===== src/rtl/multicycle_control.sv =====
// Moore sequencing FSM for the multicycle MIPS datapath.
// Optional bne support is enabled by defining MULTICYCLE_BNE_EN.
module multicycle_control #(
    parameter int ILLEGAL_HALT = 1
) (
    input  logic       clk,
    input  logic       reset,
    input  logic [5:0] op,
    input  logic [5:0] funct,
    input  logic       zero,
    output logic       pcen,
    output logic       iord,
    output logic       memwrite,
    output logic       irwrite,
    output logic       regdst,
    output logic       memtoreg,
    output logic       regwrite,
    output logic       alusrca,
    output logic [1:0] alusrcb,
    output logic [1:0] pcsrc,
    output logic [2:0] alucontrol,
    output logic       instr_done,
    output logic       halted
);

    localparam logic [5:0] OP_LW   = 6'b100011;
    localparam logic [5:0] OP_SW   = 6'b101011;
    localparam logic [5:0] OP_RTYP = 6'b000000;
    localparam logic [5:0] OP_BEQ  = 6'b000100;
    localparam logic [5:0] OP_ADDI = 6'b001000;
    localparam logic [5:0] OP_J    = 6'b000010;
`ifdef MULTICYCLE_BNE_EN
    localparam logic [5:0] OP_BNE  = 6'b000101;
`endif

    localparam logic [2:0] ALU_ADD = 3'b010;
    localparam logic [2:0] ALU_SUB = 3'b110;
    localparam logic [2:0] ALU_AND = 3'b000;
    localparam logic [2:0] ALU_OR  = 3'b001;
    localparam logic [2:0] ALU_SLT = 3'b111;

    typedef enum logic [3:0] {
        S_FETCH,
        S_DECODE,
        S_MEMADR,
        S_MEMRD,
        S_MEMWB,
        S_MEMWR,
        S_EXECUTE,
        S_ALUWB,
        S_BRANCH,
        S_ADDIEX,
        S_ADDIWB,
        S_JUMP,
        S_HALT,
        S_BNEBR
    } state_t;

    state_t state_q, state_d;

    logic pcwrite;
    logic branch;
    logic branch_ne;
    logic memwrite_s;
    logic irwrite_s;
    logic regwrite_s;
    logic done_s;

    function automatic logic [2:0] funct_alu(input logic [5:0] f);
        case (f)
            6'b100000: return ALU_ADD;
            6'b100010: return ALU_SUB;
            6'b100100: return ALU_AND;
            6'b100101: return ALU_OR;
            6'b101010: return ALU_SLT;
            default:   return ALU_ADD;
        endcase
    endfunction

    always_ff @(posedge clk or posedge reset) begin
        if (reset) state_q <= S_FETCH;
        else       state_q <= state_d;
    end

    always_comb begin
        state_d    = state_q;
        pcwrite    = 1'b0;
        branch     = 1'b0;
        branch_ne  = 1'b0;
        iord       = 1'b0;
        memwrite_s = 1'b0;
        irwrite_s  = 1'b0;
        regdst     = 1'b0;
        memtoreg   = 1'b0;
        regwrite_s = 1'b0;
        alusrca    = 1'b0;
        alusrcb    = 2'b00;
        pcsrc      = 2'b00;
        alucontrol = ALU_ADD;
        done_s     = 1'b0;
        halted     = 1'b0;
        case (state_q)
            S_FETCH: begin
                irwrite_s = 1'b1;
                pcwrite   = 1'b1;
                alusrcb   = 2'b01;
                state_d   = S_DECODE;
            end
            S_DECODE: begin
                // Branch target is precomputed into ALUOut here
                alusrcb = 2'b11;
                case (op)
                    OP_LW, OP_SW: state_d = S_MEMADR;
                    OP_RTYP:      state_d = S_EXECUTE;
                    OP_BEQ:       state_d = S_BRANCH;
                    OP_ADDI:      state_d = S_ADDIEX;
                    OP_J:         state_d = S_JUMP;
`ifdef MULTICYCLE_BNE_EN
                    OP_BNE:       state_d = S_BNEBR;
`endif
                    default: state_d = (ILLEGAL_HALT != 0) ? S_HALT : S_FETCH;
                endcase
            end
            S_MEMADR: begin
                alusrca = 1'b1;
                alusrcb = 2'b10;
                state_d = (op == OP_LW) ? S_MEMRD : S_MEMWR;
            end
            S_MEMRD: begin
                iord    = 1'b1;
                state_d = S_MEMWB;
            end
            S_MEMWB: begin
                memtoreg   = 1'b1;
                regwrite_s = 1'b1;
                done_s     = 1'b1;
                state_d    = S_FETCH;
            end
            S_MEMWR: begin
                iord       = 1'b1;
                memwrite_s = 1'b1;
                done_s     = 1'b1;
                state_d    = S_FETCH;
            end
            S_EXECUTE: begin
                alusrca    = 1'b1;
                alucontrol = funct_alu(funct);
                state_d    = S_ALUWB;
            end
            S_ALUWB: begin
                regdst     = 1'b1;
                regwrite_s = 1'b1;
                done_s     = 1'b1;
                state_d    = S_FETCH;
            end
            S_BRANCH: begin
                alusrca    = 1'b1;
                alucontrol = ALU_SUB;
                branch     = 1'b1;
                pcsrc      = 2'b01;
                done_s     = 1'b1;
                state_d    = S_FETCH;
            end
`ifdef MULTICYCLE_BNE_EN
            S_BNEBR: begin
                alusrca    = 1'b1;
                alucontrol = ALU_SUB;
                branch_ne  = 1'b1;
                pcsrc      = 2'b01;
                done_s     = 1'b1;
                state_d    = S_FETCH;
            end
`endif
            S_ADDIEX: begin
                alusrca = 1'b1;
                alusrcb = 2'b10;
                state_d = S_ADDIWB;
            end
            S_ADDIWB: begin
                regwrite_s = 1'b1;
                done_s     = 1'b1;
                state_d    = S_FETCH;
            end
            S_JUMP: begin
                pcwrite = 1'b1;
                pcsrc   = 2'b10;
                done_s  = 1'b1;
                state_d = S_FETCH;
            end
            S_HALT: begin
                halted  = 1'b1;
                state_d = S_HALT;
            end
            default: state_d = S_FETCH;
        endcase
    end

    // Reset gates every write enable so an aborted instruction commits nothing
    assign pcen       = ~reset & (pcwrite | (branch & zero) | (branch_ne & ~zero));
    assign irwrite    = ~reset & irwrite_s;
    assign regwrite   = ~reset & regwrite_s;
    assign memwrite   = ~reset & memwrite_s;
    assign instr_done = ~reset & done_s;

endmodule


===== config.mk =====
export PLATFORM = sky130hd
export DESIGN_NAME = multicycle_control
export DESIGN_NICKNAME = d
export VERILOG_FILES = /design/src/rtl/multicycle_control.sv
export SDC_FILE = /design/constraint.sdc
export NUM_CORES = 1
export LEC_CHECK = 0
export CAP_MARGIN = 20
export CORE_MARGIN = 4
export CORE_UTILIZATION = 36
export DETAILED_ROUTE_END_ITERATION = 8
export PLACE_DENSITY = 0.75
export SETUP_SLACK_MARGIN = 0.3
export SYNTH_ARGS = -nofsm -noshare
export SYNTH_HDL_FRONTEND = slang
export SYNTH_SLANG_ARGS = --single-unit

===== constraint.sdc =====
create_clock -name clk -period 2.3 [get_ports clk]
set_clock_uncertainty 0.05 [all_clocks]
set_input_delay 0.69 -clock clk [delete_from_list [all_inputs] [get_ports clk]]
set_output_delay 0.69 -clock clk [all_outputs]
set_load 0.005 [all_outputs]

==> flow_results.org, run 1 <==
** Outcome
- The flow did not finish.
- Last stage reached :: global routing (5_1_grt)
- The first error in the log reads "[ERROR DPL-0033] detailed placement checks failed during check placement".

** Die
- Die height :: 46.7 um
- Number of core rows :: 13
- Number of top-level pins :: 32
- Die Span X :: 46.7 um
- For this configuration, the core starts out at a cell density of 0.399.

** Yosys
- Summed over all instances, the cell type with the most area after synthesis is sky130_fd_sc_hd__dfrtp_1.
- Portion of the post-synthesis area used by sequential elements :: 0.186
- Share of synthesized registers carrying an async set or reset :: 1.00
- Yosys instantiated no cell more often than sky130_fd_sc_hd__nor2_1.
- Most numerous cell types in the synthesized netlist :: sky130_fd_sc_hd__nor2_1 (14), sky130_fd_sc_hd__nor3_1 (8), sky130_fd_sc_hd__a21oi_1 (6), sky130_fd_sc_hd__nand2_1 (6), sky130_fd_sc_hd__nand3_1 (5)
- Ys Warns :: 0
- Ys flop type :: sky130_fd_sc_hd__dfrtp_1
- Synth top area share :: 0.186
- Syn Std Cell Area :: 539 um2
- Count of cell types in the netlist :: 31
- The synthesized design contains 4 register bits.
- Leading cell types by total area after synthesis :: sky130_fd_sc_hd__dfrtp_1 (19%), sky130_fd_sc_hd__nor2_1 (9.7%), sky130_fd_sc_hd__nor3_1 (7.4%)
- In the synthesized netlist, the number of instances is 84.
- Per-instance average area after synthesis :: 6.42 um2
- Number of nets produced by synthesis :: 99
- Number of enable flip-flop cells after synthesis :: 0

** STA
- Worst End Pin Type :: primary output
- Worst_ep grt :: alucontrol[1]

** Global routing
- Largest net degree at the start of global routing :: 15
- Number of antenna violations at the first check in global routing :: 0

** CTS
- Clock tree synthesis found a total of 4 sinks.
- Buffer levels on the longest clock path :: 2
- Deepest level of the CTS H-tree :: 1
- The tree is rooted in a sky130_fd_sc_hd__clkbuf_4.
- Cts bufs inserted :: 3

** Placement
- Summed over all nets, the half-perimeter wirelength after detailed placement is 1600 um.
- Port buffering added 31 buffers.
- Routability congestion estimate from global placement :: 0.778
[cell families after synthesis]
family                 synth area share
XOR/XNOR                         0.0487
buffers and inverters            0.0858
AND/OR/NAND/NOR                   0.441
AO/OA/AOI/OAI                     0.220
multiplexers                     0.0186
flip-flops                        0.186
[metrics by stage]
step	utilization	cells	worst slack (ps)	area, um2
3_3_place_gp	0.738	145	-707	996
2_1_floorplan	-	84	138	539
3_5_place_dp	0.738	145	-729	996
4_1_cts	0.872	156	-189	1180
[repair_timing]
item | in CTS
endpoints found under the hold margin | 0
hold buffers | 0
endpoints found under the setup margin | 17
pin swaps | 13
gates resized for setup | 118
buffers inserted | 8
==> inputs of run 2 (changes only) <==
--- a/config.mk
+++ b/config.mk
@@ -6,11 +6,10 @@
 export NUM_CORES = 1
 export LEC_CHECK = 0
 export CAP_MARGIN = 20
-export CORE_MARGIN = 4
-export CORE_UTILIZATION = 36
+export CORE_AREA = 4 4 65 67
 export DETAILED_ROUTE_END_ITERATION = 8
-export PLACE_DENSITY = 0.75
-export SETUP_SLACK_MARGIN = 0.3
+export DIE_AREA = 0 0 69 71
+export PLACE_DENSITY_LB_ADDON = 0.15
 export SYNTH_ARGS = -nofsm -noshare
 export SYNTH_HDL_FRONTEND = slang
 export SYNTH_SLANG_ARGS = --single-unit
==> run 2 against run 1 <==
Net effect:
- the flow now finishes, with violations (negative setup slack)
- synthesized cell count unchanged
- area after synthesis stayed put
==> flow_results.org, run 2 <==
** Yosys
- Yosys instantiated no cell more often than sky130_fd_sc_hd__nor2_1.
- The most used flip-flop cell after synthesis is sky130_fd_sc_hd__dfrtp_1.
- For this run, the register share of the synthesized area comes to 0.186.
- Counting flops with a built-in enable in the synthesized netlist gives 0.
- Of the post-synthesis cell area, the dominant cell type holds 0.186.
- Leading cell types by total area after synthesis :: sky130_fd_sc_hd__dfrtp_1 (19%), sky130_fd_sc_hd__nor2_1 (9.7%), sky130_fd_sc_hd__nor3_1 (7.4%)
- Per-instance average area after synthesis :: 6.42 um2
- Count of state elements after synthesis :: 4
- Ys Warns :: 0
- Cell accounting for the most synthesized area :: sky130_fd_sc_hd__dfrtp_1
- The cell count after synthesis came out at 84.
- Number of nets produced by synthesis :: 99
- Most numerous cell types in the synthesized netlist :: sky130_fd_sc_hd__nor2_1 (14), sky130_fd_sc_hd__nor3_1 (8), sky130_fd_sc_hd__a21oi_1 (6), sky130_fd_sc_hd__nand2_1 (6), sky130_fd_sc_hd__nand3_1 (5)
- After synthesis, the netlist uses 31 different library cells.
- The cell area that synthesis handed to floorplanning was 539 um2.
- Share of synthesized registers carrying an async set or reset :: 1.00

** STA
- Final setup violation count :: 2
- The tightest hold path in the finished design has a slack of 623 ps.
- At the pin with the least slew margin, the transition time is 456 ps.
- Achievable clock frequency :: 410 MHz
- Across all setup checks in the final design, the least slack found is -137 ps.
- Counting I/O delays and the setup requirement, the final critical path takes 2440 ps.
- Crit share post-route :: 1.06
- Slew Limit Headroom :: 0.692
- Setup repair after global routing could not meet its margin everywhere.
- The number of failing hold endpoints at the final stage was 0.
- The count of final max-slew check failures was 0.

** Drt
- The count of nets left with antenna violations once routing finished came out at 0.
- After detailed routing, the number of remaining DRC violations is 0.
- In this run, the number of DRC markers left after iteration 0 of detailed routing was 30.
- In the final routed layout, each cell accounts on average for 11.6 um.
- After detailed routing, the total wire length is 2170 um.
- In the routed layout, each cell is associated on average with a via count of 4.35.
- The first TritonRoute pass finished after 4 iterations.
- The routed layout has 813 vias.

** Pwr
- Power density normalized to cell area :: 1020 nW/um2
- Cell leakage power :: 0.513 nW
- IR drop worst, VDD :: 0.281 mV

** Outcome
- Result of the run :: finished, violations left
- The checks that failed: negative setup slack.

** CTS
- The number of hold buffers added after CTS was 0.
- CTS built an H-tree with a depth of 1.
- Cts bufs inserted :: 3
- The tree built by TritonCTS fans out to 4 sinks.
- Buffer levels on the longest clock path :: 2
- TritonCTS built the clock tree.
- The clock reaches the later pin of the worst-skew pair after 210 ps.
- Clock-pin slew of the registers on the worst-case setup and hold paths :: 30 ps
- Root Driver :: sky130_fd_sc_hd__clkbuf_8

** Global routing
- Number of antenna violations at the first check in global routing :: 0
- Entering global routing, the biggest net connects 15 pins.
- Congestion Overflow GR :: 0
- Global-route wire length before repair :: 3600 um
- Vias in the first global route :: 798
- For this run, the total global-route usage over all layers was measured as 0.0869.

** Worst setup path
- In this run the number of cells on the critical path is 4.
- Of all nets on the critical path, the largest fanout is 3.
- The worst setup path is of the input pin to output port kind.
- The worst register-to-register path has a depth of 6.
- The largest single stage delay on the critical path is 480 ps.
- Start point of the critical path :: funct[5]
- Critical path capture point :: alucontrol[1]
- Worst path buffer plus inverter count :: 2
- The signal on the critical path passes through clkdlybuf4s15_1, or4b_4, or2_1, buf_2.
- Arrival time at the worst endpoint :: 1700 ps
- Reg-to-reg critical path endpoint :: state_q[2]$_DFF_PP0_
- The worst setup path is launched from an input pin.
- In this run the register-to-register setup slack is 780 ps.
- For the worst setup path, the data required time is 1560 ps.
- The worst register-to-register path begins at state_q[0]$_DFF_PP0_.
- The worst setup path is captured at an output port.
- Highest-delay cell along the critical path :: sky130_fd_sc_hd__or4b_4
- The kind of cell with the highest combined delay along the critical path is simple AND/OR/NAND/NOR gates.

** Die
- The floorplan has 22 rows.
- Starting utilization of the core area :: 0.148
- Area of the die :: 4900 um2
- Die height :: 71 um
- Number of top-level pins :: 32
- Die Span X :: 69 um
- Core area :: 3630 um2

** Final layout
- Most common cell after layout, fill and taps aside :: sky130_fd_sc_hd__buf_4
- Final Core Density :: 0.310
- Largest register FFs :: 4
- Post-route standard cell area excluding fillers :: 1130 um2
- Leaving out fill and tap cells, the most frequent cells in the layout are sky130_fd_sc_hd__buf_4 (25), sky130_fd_sc_hd__nor2_1 (11), sky130_fd_sc_hd__dlygate4sd2_1 (10), sky130_fd_sc_hd__nor3_1 (8), sky130_fd_sc_hd__clkbuf_2 (7).
- The finished layout holds 187 standard cells, fillers aside.
- Leading registers by flop count :: state_q x4
- Top register by number of flip-flops :: state_q
- The final layout contains 156 nets.
- Total of fill cells in the finished design :: 401
- Number of antenna diodes :: 0
- The area growth from synthesis to layout is 109%.
- Fraction of layout instances using a drive strength above 1 :: 0.417

** Hold path
- Counting instances, the worst hold path has a depth of 2.
- The tightest min-delay check is of the register to register type.

** Placement
- Count of input and output buffers :: 31
- Summed over all nets, the half-perimeter wirelength after detailed placement is 1750 um.
- Once placement completed, the tool counted placed cells totaling 182.
- Summing all placed instances gives a cell area of 1070 um2.
- Routability congestion estimate from global placement :: 0.828
- At the placement stage, the worst setup path has a slack of -760 ps.

** Run
- Max-cap violations in this run came to 0.
-- run 2: cell counts after synthesis --
No cell type changed its count.
-- run 2: repair_timing --
action / CTS / global route
setup endpoints to repair: 17 / 10
resized for setup: 51 / 24
setup buffers: 1 / 1
pin swaps: 8 / 6
-- run 2: tightest hold or removal path, cell delays in order, from the launching register on --
cell	delay (ps)
sky130_fd_sc_hd__dfrtp_1	340
sky130_fd_sc_hd__buf_4	200
sky130_fd_sc_hd__a221oi_1	70
-- run 2: layer usage --
layer / vias to the layer above / wire, um / track usage
li1: 416 / - / -
met1: 365 / 1010 / 0.100
met2: 32 / 1040 / 0.157
met3: 0 / 122 / 0.0227
met4: 0 / 0 / 0.0260
met5: - / 0 / 0
-- run 2: logic make-up after synthesis --
| group | count (synthesis) | synth area share |
|---|---|---|
| AND/OR/NAND/NOR | 47 | 0.441 |
| flip-flops | 4 | 0.186 |
| multiplexers | 1 | 0.0186 |
| buffers and inverters | 10 | 0.0858 |
| AO/OA/AOI/OAI | 19 | 0.220 |
| XOR/XNOR | 3 | 0.0487 |
-- run 2: worst min-delay path by stage --
stage | endpoint | start | slack (ps)
after detailed placement | state_q[0]$_DFF_PP0_ | state_q[3]$_DFF_PP0_ | 590
after global routing | state_q[0]$_DFF_PP0_ | state_q[0]$_DFF_PP0_ | 650
final | state_q[0]$_DFF_PP0_ | state_q[3]$_DFF_PP0_ | 620
after CTS | state_q[0]$_DFF_PP0_ | state_q[3]$_DFF_PP0_ | 610
after global placement | state_q[0]$_DFF_PP0_ | state_q[3]$_DFF_PP0_ | 600
after floorplan | state_q[0]$_DFF_PP0_ | reset | 410
-- run 2: cell type report --
class | count | area [um2] | area share
Tap cell | 48 | 60.1 | 0.0533
Sequential cell | 4 | 100 | 0.0889
Multi-Input combinational cell | 70 | 454 | 0.403
Timing Repair Buffer | 58 | 450 | 0.400
Inverter | 4 | 20.0 | 0.0178
Clock buffer | 3 | 41.3 | 0.0367
-- run 2: power by group --
| group | leakage (nW) | total [W] | internal, W | switching (W) |
|---|---|---|---|---|
| Sequential | 0.0512 | 0.000131 | 0.000103 | 0.0000278 |
| Combinational | 0.440 | 0.000877 | 0.000453 | 0.000424 |
| Clock | 0.0216 | 0.000145 | 0.000111 | 0.0000333 |
-- run 2: through the flow --
stage	power (W)	TNS, ps
2_1_floorplan	0.000504	0
3_3_place_gp	0.000970	-4550
5_1_grt	0.00125	-300
4_1_cts	0.00113	-258
3_5_place_dp	0.000974	-4750
6_report	0.00115	-157
Power figures use the tool's default switching activity.
